===== src/rtl/riscv_control_pipe_pkg.sv =====
// Shared decode constants and pipeline control bundle for the RV32I control path.
// Latency: none (declarations only).
// Backpressure: none; the pipeline advances every cycle.
package riscv_ctrl_pkg;

    localparam int ALU_CTRL_W = 3;

    // Opcodes the main decoder accepts
    localparam logic [6:0] OP_LW   = 7'b0000011;
    localparam logic [6:0] OP_SW   = 7'b0100011;
    localparam logic [6:0] OP_R    = 7'b0110011;
    localparam logic [6:0] OP_BEQ  = 7'b1100011;
    localparam logic [6:0] OP_IALU = 7'b0010011;
    localparam logic [6:0] OP_JAL  = 7'b1101111;

    // ALU operation codes; any other code makes the ALU output 0
    localparam logic [ALU_CTRL_W-1:0] ALU_ADD = 3'b000;
    localparam logic [ALU_CTRL_W-1:0] ALU_SUB = 3'b001;
    localparam logic [ALU_CTRL_W-1:0] ALU_AND = 3'b010;
    localparam logic [ALU_CTRL_W-1:0] ALU_OR  = 3'b011;
    localparam logic [ALU_CTRL_W-1:0] ALU_SLT = 3'b101;

    // Main-decoder to ALU-decoder operation class
    localparam logic [1:0] ALUOP_ADD   = 2'b00;
    localparam logic [1:0] ALUOP_SUB   = 2'b01;
    localparam logic [1:0] ALUOP_FUNCT = 2'b10;

    typedef enum logic [1:0] {
        IMM_I = 2'b00,
        IMM_S = 2'b01,
        IMM_B = 2'b10,
        IMM_J = 2'b11
    } imm_src_e;

    typedef enum logic [1:0] {
        RES_ALU = 2'b00,
        RES_MEM = 2'b01,
        RES_PC4 = 2'b10
    } result_src_e;

    // Control carried from ID into EX
    typedef struct packed {
        logic                  reg_write;
        logic [1:0]            result_src;
        logic                  mem_write;
        logic                  jump;
        logic                  branch;
        logic [ALU_CTRL_W-1:0] alu_control;
        logic                  alu_src;
        logic                  illegal;
    } ctrl_e_t;

    // Control carried from EX into MEM
    typedef struct packed {
        logic       reg_write;
        logic [1:0] result_src;
        logic       mem_write;
    } ctrl_m_t;

    // Control carried from MEM into WB
    typedef struct packed {
        logic       reg_write;
        logic [1:0] result_src;
    } ctrl_w_t;

endpackage


===== src/rtl/riscv_control_pipe_if.sv =====
// Bundle of decode inputs and staged control outputs of the control pipe.
// Latency: none (wiring only).
// Backpressure: none; every signal is valid every cycle.
interface riscv_control_pipe_if #(
    parameter int ALUCTRL_W = 3
);
    logic [31:0]          InstrD;
    logic                 FlushE;
    logic                 ZeroE;
    logic [1:0]           ImmSrcD;
    logic                 RegWriteE;
    logic [1:0]           ResultSrcE;
    logic                 MemWriteE;
    logic                 AluSrcE;
    logic [ALUCTRL_W-1:0] AluControlE;
    logic                 PCSrcE;
    logic                 IllegalE;
    logic                 RegWriteM;
    logic                 MemWriteM;
    logic [1:0]           ResultSrcM;
    logic                 RegWriteW;
    logic [1:0]           ResultSrcW;

    // Datapath / hazard side: drives the instruction, flush and zero flag
    modport master (
        output InstrD, FlushE, ZeroE,
        input  ImmSrcD, RegWriteE, ResultSrcE, MemWriteE, AluSrcE, AluControlE,
               PCSrcE, IllegalE, RegWriteM, MemWriteM, ResultSrcM, RegWriteW, ResultSrcW
    );

    // Control pipe side
    modport slave (
        input  InstrD, FlushE, ZeroE,
        output ImmSrcD, RegWriteE, ResultSrcE, MemWriteE, AluSrcE, AluControlE,
               PCSrcE, IllegalE, RegWriteM, MemWriteM, ResultSrcM, RegWriteW, ResultSrcW
    );
endinterface


===== src/rtl/riscv_control_pipe_alu_dec.sv =====
// ALU decoder: maps operation class and funct fields to an ALU control code.
// Latency: combinational.
// Backpressure: none.
module riscv_alu_dec
    import riscv_ctrl_pkg::*;
(
    input  logic [1:0]            i_alu_op,
    input  logic [2:0]            i_funct3,
    input  logic                  i_op5,
    input  logic                  i_funct7b5,
    output logic [ALU_CTRL_W-1:0] o_alu_control,
    output logic                  o_illegal
);

    // Select the ALU operation; only register/immediate ALU ops look at funct3
    always_comb begin
        o_alu_control = ALU_ADD;
        o_illegal     = 1'b0;
        case (i_alu_op)
            ALUOP_ADD: o_alu_control = ALU_ADD;
            ALUOP_SUB: o_alu_control = ALU_SUB;
            ALUOP_FUNCT: begin
                case (i_funct3)
                    // addi carries imm[10] in bit 30, so only R-type may subtract
                    3'b000:  o_alu_control = (i_op5 && i_funct7b5) ? ALU_SUB : ALU_ADD;
                    3'b010:  o_alu_control = ALU_SLT;
                    3'b110:  o_alu_control = ALU_OR;
                    3'b111:  o_alu_control = ALU_AND;
                    default: begin
                        o_alu_control = ALU_ADD;
                        o_illegal     = 1'b1;
                    end
                endcase
            end
            default: o_alu_control = ALU_ADD;
        endcase
    end

endmodule


===== src/rtl/riscv_control_pipe.sv =====
// Control pipe: decodes InstrD and carries control through ID/EX, EX/MEM, MEM/WB.
// Latency: E outputs 1 cycle after InstrD, M 2 cycles, W 3 cycles; ImmSrcD/PCSrcE combinational.
// Backpressure: none; ID/EX loads every cycle, FlushE loads a zero bubble instead.
module riscv_control_pipe
    import riscv_ctrl_pkg::*;
#(
    parameter int ALUCTRL_W = 3
)(
    input  logic                clk,
    input  logic                rst,
    riscv_control_pipe_if.slave ctrl
);

    logic [1:0]            w_imm_src;
    logic                  w_reg_write;
    logic                  w_alu_src;
    logic                  w_mem_write;
    logic [1:0]            w_result_src;
    logic                  w_branch;
    logic [1:0]            w_alu_op;
    logic                  w_jump;
    logic                  w_op_illegal;
    logic [ALU_CTRL_W-1:0] w_alu_control;
    logic                  w_alu_illegal;
    ctrl_e_t               w_ctrl_d;
    ctrl_e_t               r_ctrl_e;
    ctrl_m_t               r_ctrl_m;
    ctrl_w_t               r_ctrl_w;
    logic                  w_unused_instr;

    // Main decode on the opcode; unknown opcodes decode to a do-nothing bundle
    always_comb begin
        w_reg_write  = 1'b0;
        w_imm_src    = IMM_I;
        w_alu_src    = 1'b0;
        w_mem_write  = 1'b0;
        w_result_src = RES_ALU;
        w_branch     = 1'b0;
        w_alu_op     = ALUOP_ADD;
        w_jump       = 1'b0;
        w_op_illegal = 1'b0;
        case (ctrl.InstrD[6:0])
            OP_LW: begin
                w_reg_write  = 1'b1;
                w_alu_src    = 1'b1;
                w_result_src = RES_MEM;
            end
            OP_SW: begin
                w_imm_src    = IMM_S;
                w_alu_src    = 1'b1;
                w_mem_write  = 1'b1;
            end
            OP_R: begin
                w_reg_write  = 1'b1;
                w_alu_op     = ALUOP_FUNCT;
            end
            OP_BEQ: begin
                w_imm_src    = IMM_B;
                w_branch     = 1'b1;
                w_alu_op     = ALUOP_SUB;
            end
            OP_IALU: begin
                w_reg_write  = 1'b1;
                w_alu_src    = 1'b1;
                w_alu_op     = ALUOP_FUNCT;
            end
            OP_JAL: begin
                w_reg_write  = 1'b1;
                w_imm_src    = IMM_J;
                w_result_src = RES_PC4;
                w_jump       = 1'b1;
            end
            default: w_op_illegal = 1'b1;
        endcase
    end

    riscv_alu_dec u_alu_dec (
        .i_alu_op      (w_alu_op),
        .i_funct3      (ctrl.InstrD[14:12]),
        .i_op5         (ctrl.InstrD[5]),
        .i_funct7b5    (ctrl.InstrD[30]),
        .o_alu_control (w_alu_control),
        .o_illegal     (w_alu_illegal)
    );

    // Fields of the instruction the control path never looks at
    assign w_unused_instr = ^{ctrl.InstrD[31], ctrl.InstrD[29:15], ctrl.InstrD[11:7]};

    // An unsupported funct3 must not write the register file
    assign w_ctrl_d = '{
        reg_write:   w_reg_write & ~w_alu_illegal,
        result_src:  w_result_src,
        mem_write:   w_mem_write,
        jump:        w_jump,
        branch:      w_branch,
        alu_control: w_alu_control,
        alu_src:     w_alu_src,
        illegal:     w_op_illegal | w_alu_illegal
    };

    // ID/EX register: loads every cycle, a flush inserts an all-zero bubble
    always_ff @(posedge clk or posedge rst) begin
        if (rst) begin
            r_ctrl_e <= '0;
        end else if (ctrl.FlushE) begin
            r_ctrl_e <= '0;
        end else begin
            r_ctrl_e <= w_ctrl_d;
        end
    end

    // EX/MEM register: always advances, so bubbles flow on as zeros
    always_ff @(posedge clk or posedge rst) begin
        if (rst) begin
            r_ctrl_m <= '0;
        end else begin
            r_ctrl_m <= '{reg_write:  r_ctrl_e.reg_write,
                          result_src: r_ctrl_e.result_src,
                          mem_write:  r_ctrl_e.mem_write};
        end
    end

    // MEM/WB register: always advances
    always_ff @(posedge clk or posedge rst) begin
        if (rst) begin
            r_ctrl_w <= '0;
        end else begin
            r_ctrl_w <= '{reg_write:  r_ctrl_m.reg_write,
                          result_src: r_ctrl_m.result_src};
        end
    end

    assign ctrl.ImmSrcD     = w_imm_src;
    assign ctrl.RegWriteE   = r_ctrl_e.reg_write;
    assign ctrl.ResultSrcE  = r_ctrl_e.result_src;
    assign ctrl.MemWriteE   = r_ctrl_e.mem_write;
    assign ctrl.AluSrcE     = r_ctrl_e.alu_src;
    assign ctrl.AluControlE = r_ctrl_e.alu_control;
    assign ctrl.IllegalE    = r_ctrl_e.illegal;
    // Zero only matters for a branch; a jump always redirects
    assign ctrl.PCSrcE      = r_ctrl_e.jump | (r_ctrl_e.branch & ctrl.ZeroE);
    assign ctrl.RegWriteM   = r_ctrl_m.reg_write;
    assign ctrl.MemWriteM   = r_ctrl_m.mem_write;
    assign ctrl.ResultSrcM  = r_ctrl_m.result_src;
    assign ctrl.RegWriteW   = r_ctrl_w.reg_write;
    assign ctrl.ResultSrcW  = r_ctrl_w.result_src;

endmodule


===== src/flat_wrapper.sv =====
// flat-port wrapper written by rule: the top's interface ports become plain ports
module riscv_control_pipe_flat import riscv_ctrl_pkg::*;
#(
    parameter int ALUCTRL_W = 3
)
  (clk, rst, ctrl_InstrD, ctrl_FlushE, ctrl_ZeroE, ctrl_ImmSrcD, ctrl_RegWriteE, ctrl_ResultSrcE, ctrl_MemWriteE, ctrl_AluSrcE, ctrl_AluControlE, ctrl_PCSrcE, ctrl_IllegalE, ctrl_RegWriteM, ctrl_MemWriteM, ctrl_ResultSrcM, ctrl_RegWriteW, ctrl_ResultSrcW);
  riscv_control_pipe_if #(.ALUCTRL_W(ALUCTRL_W)) ctrl_i ();
  input  logic clk;
  input  logic rst;
  input wire logic [$bits(ctrl_i.InstrD)-1:0] ctrl_InstrD;
  input wire logic [$bits(ctrl_i.FlushE)-1:0] ctrl_FlushE;
  input wire logic [$bits(ctrl_i.ZeroE)-1:0] ctrl_ZeroE;
  output wire logic [$bits(ctrl_i.ImmSrcD)-1:0] ctrl_ImmSrcD;
  output wire logic [$bits(ctrl_i.RegWriteE)-1:0] ctrl_RegWriteE;
  output wire logic [$bits(ctrl_i.ResultSrcE)-1:0] ctrl_ResultSrcE;
  output wire logic [$bits(ctrl_i.MemWriteE)-1:0] ctrl_MemWriteE;
  output wire logic [$bits(ctrl_i.AluSrcE)-1:0] ctrl_AluSrcE;
  output wire logic [$bits(ctrl_i.AluControlE)-1:0] ctrl_AluControlE;
  output wire logic [$bits(ctrl_i.PCSrcE)-1:0] ctrl_PCSrcE;
  output wire logic [$bits(ctrl_i.IllegalE)-1:0] ctrl_IllegalE;
  output wire logic [$bits(ctrl_i.RegWriteM)-1:0] ctrl_RegWriteM;
  output wire logic [$bits(ctrl_i.MemWriteM)-1:0] ctrl_MemWriteM;
  output wire logic [$bits(ctrl_i.ResultSrcM)-1:0] ctrl_ResultSrcM;
  output wire logic [$bits(ctrl_i.RegWriteW)-1:0] ctrl_RegWriteW;
  output wire logic [$bits(ctrl_i.ResultSrcW)-1:0] ctrl_ResultSrcW;
  assign ctrl_i.InstrD = ctrl_InstrD;
  assign ctrl_i.FlushE = ctrl_FlushE;
  assign ctrl_i.ZeroE = ctrl_ZeroE;
  assign ctrl_ImmSrcD = ctrl_i.ImmSrcD;
  assign ctrl_RegWriteE = ctrl_i.RegWriteE;
  assign ctrl_ResultSrcE = ctrl_i.ResultSrcE;
  assign ctrl_MemWriteE = ctrl_i.MemWriteE;
  assign ctrl_AluSrcE = ctrl_i.AluSrcE;
  assign ctrl_AluControlE = ctrl_i.AluControlE;
  assign ctrl_PCSrcE = ctrl_i.PCSrcE;
  assign ctrl_IllegalE = ctrl_i.IllegalE;
  assign ctrl_RegWriteM = ctrl_i.RegWriteM;
  assign ctrl_MemWriteM = ctrl_i.MemWriteM;
  assign ctrl_ResultSrcM = ctrl_i.ResultSrcM;
  assign ctrl_RegWriteW = ctrl_i.RegWriteW;
  assign ctrl_ResultSrcW = ctrl_i.ResultSrcW;
  riscv_control_pipe #(.ALUCTRL_W(ALUCTRL_W)) u_core (.clk(clk), .rst(rst), .ctrl(ctrl_i));
endmodule

===== config.mk =====
export PLATFORM = sky130hd
export DESIGN_NAME = riscv_control_pipe_flat
export DESIGN_NICKNAME = d
export VERILOG_FILES = /design/src/rtl/riscv_control_pipe_pkg.sv /design/src/rtl/riscv_control_pipe_if.sv /design/src/rtl/riscv_control_pipe_alu_dec.sv /design/src/rtl/riscv_control_pipe.sv /design/src/flat_wrapper.sv
export SDC_FILE = /design/constraint.sdc
export NUM_CORES = 1
export LEC_CHECK = 0
export BUFFER_PORTS_ARGS = -buffer_cell sky130_fd_sc_hd__clkbuf_2
export CAP_MARGIN = 5
export CORE_ASPECT_RATIO = 0.7
export CORE_MARGIN = 3
export CORE_UTILIZATION = 39
export DETAILED_ROUTE_END_ITERATION = 16
export PLACE_DENSITY = 0.75
export SYNTH_ARGS = -nofsm -noshare
export SYNTH_HDL_FRONTEND = slang
export SYNTH_SLANG_ARGS = --single-unit

===== constraint.sdc =====
create_clock -name clk -period 0.8 [get_ports clk]
set_input_delay 0.04 -clock clk [delete_from_list [all_inputs] [get_ports clk]]
set_output_delay 0.04 -clock clk [all_outputs]
set_load 0.02 [all_outputs]

Yosys cells after proc, flatten, opt, wreduce, memory -nomap -nowiden --
Index checks and enable logic that the tools add are counted.
Cells by class: equality and inequality tests 11, reduce and logical (&&, ||, !) cells 7, bitwise logic cells 5, mux-type cells 15
Operator list (count):
- 7-bit by 6-bit equality test with 1-bit output (second input constant) | 2
- 7-bit equality test (second input constant) | 2
- 3-bit case mux with 4 select lines | 1
- 11-bit 2-to-1 mux | 1
- 1-bit 2-to-1 mux | 9
- 2-bit case mux with 2 select lines | 2
- 4-bit OR reduction | 2
- 7-bit by 2-bit equality test with 1-bit output (second input constant) | 1
- 7-bit by 5-bit equality test with 1-bit output (second input constant) | 1
- 3-bit equality test (second input constant) | 2
- 2-bit case mux with 3 select lines | 1
- 3-bit case mux with 2 select lines | 1
- 6-bit OR reduction | 1
- 3-bit by 2-bit equality test with 1-bit output (second input constant) | 1
- 3-bit logical NOT | 1
- 3-bit OR reduction | 1
- 1-bit bitwise AND | 2
- 2-bit by 1-bit equality test with 1-bit output (second input constant) | 1
- 2-bit equality test (second input constant) | 1
- 1-bit bitwise OR | 2
- 2-bit OR reduction | 1
- 1-bit logical AND | 1
- 1-bit inverter | 1
Storage, ports and cells: logic and storage cells 51, register bits 18, input bits 36

Depth between registers and ports, before layout --
depth in word-level cells 8, depth in mapped cells 7

Hierarchy --
A second synthesis with hierarchy kept.
Second synthesis, totals: cells, all modules 69, area, all modules 757.0 sq um
By module, submodules not included:
- riscv_control_pipe | area an instance 644.4 sq um, instances 1, cells each 54
- riscv_alu_dec | area an instance 112.6 sq um, instances 1, cells each 15

Worst setup path before layout --
OpenSTA, ideal clock, no wires.
path kind input port to flip-flop, from input ctrl_InstrD[2], to register u_core.r_ctrl_e, in the netlist u_core.ctrl.RegWriteE, cell stages on the path 5, path slack -0.453 ns, setup time 0.088 ns, arrival time 1.165 ns, path through or2_4 > or3_4 > ha_1 > a21oi_1 > nor3b_1
Between the ends: cells in the longest elaborated chain, start to end 8, elaborated cells on any way between the ends 14
Ends and longest elaborated chain:
- start, declared | RTL line flat_wrapper.sv:10 | input wire logic [$bits(ctrl_i.InstrD)-1:0] ctrl_InstrD;
- 7-bit by 6-bit equality test with 1-bit output or 7-bit by 5-bit equality test with 1-bit output (tied branches) | RTL line riscv_control_pipe.sv:42 | case (ctrl.InstrD[6:0])
- 2-bit OR reduction (no line)
- 2-bit case mux with 2 select lines | RTL line riscv_control_pipe.sv:42
- 2-bit equality test | RTL line riscv_control_pipe_alu_dec.sv:19 | case (i_alu_op)
- 1-bit 2-to-1 mux | RTL line riscv_control_pipe_alu_dec.sv:19
- 1-bit inverter | RTL line riscv_control_pipe.sv:91 | reg_write: w_reg_write & ~w_alu_illegal,
- 1-bit bitwise AND * | RTL line riscv_control_pipe.sv:91
- 11-bit 2-to-1 mux * | RTL line riscv_control_pipe.sv:105 | end else if (ctrl.FlushE) begin
- end signal, assigned | RTL line riscv_control_pipe.sv:108 | r_ctrl_e <= w_ctrl_d;
- end, declared | RTL line riscv_control_pipe.sv:26 | ctrl_e_t r_ctrl_e;
Mark *: on every way between the ends. The rest lies on a longest branch, timed or not.

Final worst setup path --
from input ctrl_InstrD[3], to output ctrl_ImmSrcD[0]
Between the ends: cells in the longest elaborated chain, start to end 2, elaborated cells on any way between the ends 4
Ends and longest elaborated chain:
- 7-bit equality test or 7-bit by 6-bit equality test with 1-bit output (tied branches) | RTL line riscv_control_pipe.sv:42
- 2-bit case mux with 3 select lines * | RTL line riscv_control_pipe.sv:42
- end, declared | RTL line flat_wrapper.sv:13 | output wire logic [$bits(ctrl_i.ImmSrcD)-1:0] ctrl_ImmSrcD;
Marked as above.

==> flow_summary.ini <==
[timing]
period_share_pct = 140.5
rsz0062_at_grt = yes
final_max_slew_viol_count = 0
finClkSkew_ns = 0.005374
layout_min_cycle_time_ns = 1.124
fmax_mhz = 889.4
hold_viol = 1
worst_slack_ns = -0.3243
fin_hold_ws_ns = -0.009074
max_slew_margin_pct = 77.51
tns_ns = -2.465
tightest_slew_ns = 0.3280
setup_viol = 24

[synthesis]
syn-num-nets = 106
postSynth.asyncResetShare_pct = 100.0
synth_area_um2 = 748.2
synth-seq-cells = 18
syn_inst = 68
ys_seq_area_share_pct = 60.20
synth_common_cells = 18 x dfrtp_1, 7 x a21oi_1, 7 x inv_1
yosysMostFrequentCell = dfrtp_1
synthFlopType = dfrtp_1
avgSynthCellArea_um2 = 11.00
synth-edff-count = 0
synthTopCellsByArea = dfrtp_1 60%, buf_4 5.0%, a21oi_1 4.7%
yosysTopAreaCell = dfrtp_1
synth_cell_types = 23
yosys_warnings = 0
synth_top_area_share_pct = 60.20

[final_layout]
synthToLayoutAreaGrowth_pct = 77.42
drive_gt1_share_pct = 56.45
fin_cells = 145
antenna_cells = 0
fill_cells = 103
finalNetCount = 163

[place]
place_hpwl_mm = 1.317
dp.cells = 131
preCtsSetupSlack_ns = -0.5074
gp_congestion = 0.8193
port_buffers = 33

[global_route]
grt_overflow = 0
grt_pass1_vias = 716
antenna_found_initial = 0
grt_start_max_net_pins = 19
grtUsageTotal_pct = 16.76
grt_pass1_wl_mm = 3.056

[cts]
clkSinkCount = 18
numCtsBuffers = 3
holdBufCountCts = 3
h-tree-depth = 1
cts_root_buf = clkbuf_4
cts_tree = yes
clk_path_buf_depth = 2
clk-insertion-delay-late_ns = 0.30
clk_pin_slew_ns = 0.11

[routing]
vias_per_cell = 4.903
drtIter0Drc = 19
via_count = 711
ant_nets = 0
first_pass_iters = 4
route.detailed.drc = 0
post_drt_wl_per_cell_um = 14.94
wirelength_mm = 2.166

[pwr]
power.density_nw_per_um2 = 1327
p_leak_nw = 0.7010
total_power_w = 0.001761
irDropWorstVdd_v = 0.001117

[die]
fp-row-count = 12
die_h_um = 42.65
coreArea_um2 = 1697
io_pins = 55
dieArea_um2 = 2488
die_x_um = 58.35
start_util_pct = 44.10

[flow_run]
maxCapViolCount = 0

[status]
outcome = finished with violations
violations = hold timing, setup timing

[setup_path]
arrival_ns = 1.08
start_kind = primary input
crit_path_end_kind = output port
cp_max_fo = 2
crit_required_ns = 0.76
worstSetupPathType = primary input to output port

[hold_path]
hold_path.class = primary input to register
==> metrics by stage <==
| step | cell area [um^2] | util [%] | hold slack (ns) |
|---|---|---|---|
| after floorplan | 769.5 | - | -0.02143 |
| after global placement | 1028 | 60.62 | 0.03936 |
| after detailed placement | 1028 | 60.62 | 0.05212 |
| after CTS | 1189 | 70.06 | 0.01377 |
| after global routing | 1328 | 78.24 | -0.009816 |
| final | 1328 | 78.24 | -0.009074 |
==> per-layer routing <==
metal / global-route usage, % / up-vias / share of wire [%]
met2: 28.06 / 27 / 53
met4: 8.333 / 0 / 0.97
li1: - / 337 / -
met1: 18.30 / 343 / 38
met3: 6.462 / 4 / 7.4
met5: 0 / - / 0
==> flip-flops by register name, indices dropped and copies added, names as in the netlist <==
signal,flops
u_core.r_ctrl_e,2
u_core.ctrl.ResultSrcW,2
u_core.ctrl.RegWriteW,1
u_core.ctrl.RegWriteM,1
u_core.ctrl.MemWriteE,1
u_core.ctrl.MemWriteM,1
u_core.ctrl.ResultSrcE,2
u_core.ctrl.IllegalE,1
u_core.ctrl.AluSrcE,1
u_core.ctrl.ResultSrcM,2
u_core.ctrl.RegWriteE,1
u_core.ctrl.AluControlE,3
==> critical path, cell delays in order <==
cell,delay (ns)
buf_6,0.09
or2_4,0.24
buf_6,0.12
nor2_4,0.08
a21oi_1,0.06
nor3_1,0.25
buf_4,0.20
==> where the power goes <==
group          switching [W]  internal [W]  leakage, nW
registers         0.00000360      0.000916        0.249
clock network       0.000300      0.000278       0.0210
logic               0.000128      0.000136        0.431
total               0.000431       0.00133        0.701
==> layout make-up <==
class | count | area, um^2 | share of cell area (%)
repair buffers | 57 | 503.0 | 37.89
flip-flops and latches | 18 | 450.4 | 33.93
well taps | 21 | 26.28 | 1.979
multi-input cells | 38 | 285.3 | 21.49
clock buffers | 4 | 36.28 | 2.733
inverters | 7 | 26.28 | 1.979
==> cells by family after synthesis <==
| group | count (synthesis) | share of synthesized area (%) |
|---|---|---|
| and+or+nand+nor | 25 | 18.90 |
| AOI/OAI and AO/OA | 10 | 7.693 |
| muxes | 1 | 1.338 |
| DFF | 18 | 60.20 |
| buffers and inverters | 12 | 8.530 |
| adders and majority gates | 2 | 3.344 |
==> layout by cell type (no fill, tap or decap), types with 2 or more instances in the layout <==
master         netlist  final
inv_1                7      7
clkbuf_8             0      6
nor2_1               6      5
dfrtp_1             18     18
buf_6                0     17
a21oi_2              0      2
buf_4                5     21
dlygate4sd3_1        0      3
clkbuf_4             0      3
clkbuf_2             0     11
nand2_1              2      2
or2_4                1      2
a21oi_1              7      4
nor3_1               5      5
==> what timing repair did <==
| item | 4_1_cts | 5_1_grt |
|---|---|---|
| pin swaps | 6 | 4 |
| gates resized for setup | 16 | 47 |
| setup buffers | 4 | 3 |
| gates cloned | 0 | 0 |
| setup endpoints to repair | 24 | 24 |
| endpoints found under the hold margin | 19 | 1 |
==> worst paths after layout <==
path	start	endpoint	slack [ns]	cells past startpoint
setup / recovery	ctrl_InstrD[3]	ctrl_ImmSrcD[0]	-0.32	7
hold / removal	ctrl_InstrD[4]	u_core.ctrl.ResultSrcE[0]$_DFF_PP0_	-0.009	3
setup reg to reg	u_core.ctrl.ResultSrcE[1]$_DFF_PP0_	u_core.ctrl.ResultSrcM[1]$_DFF_PP0_	0.05	2
hold reg to reg	u_core.ctrl.ResultSrcE[0]$_DFF_PP0_	u_core.ctrl.ResultSrcM[0]$_DFF_PP0_	0.41	0
max in group asynchronous	rst	u_core.ctrl.RegWriteW$_DFF_PP0_	0.34	4
min in group asynchronous	rst	u_core.ctrl.RegWriteE$_DFF_PP0_	0.27	4
(Power assumes the default switching activity.)
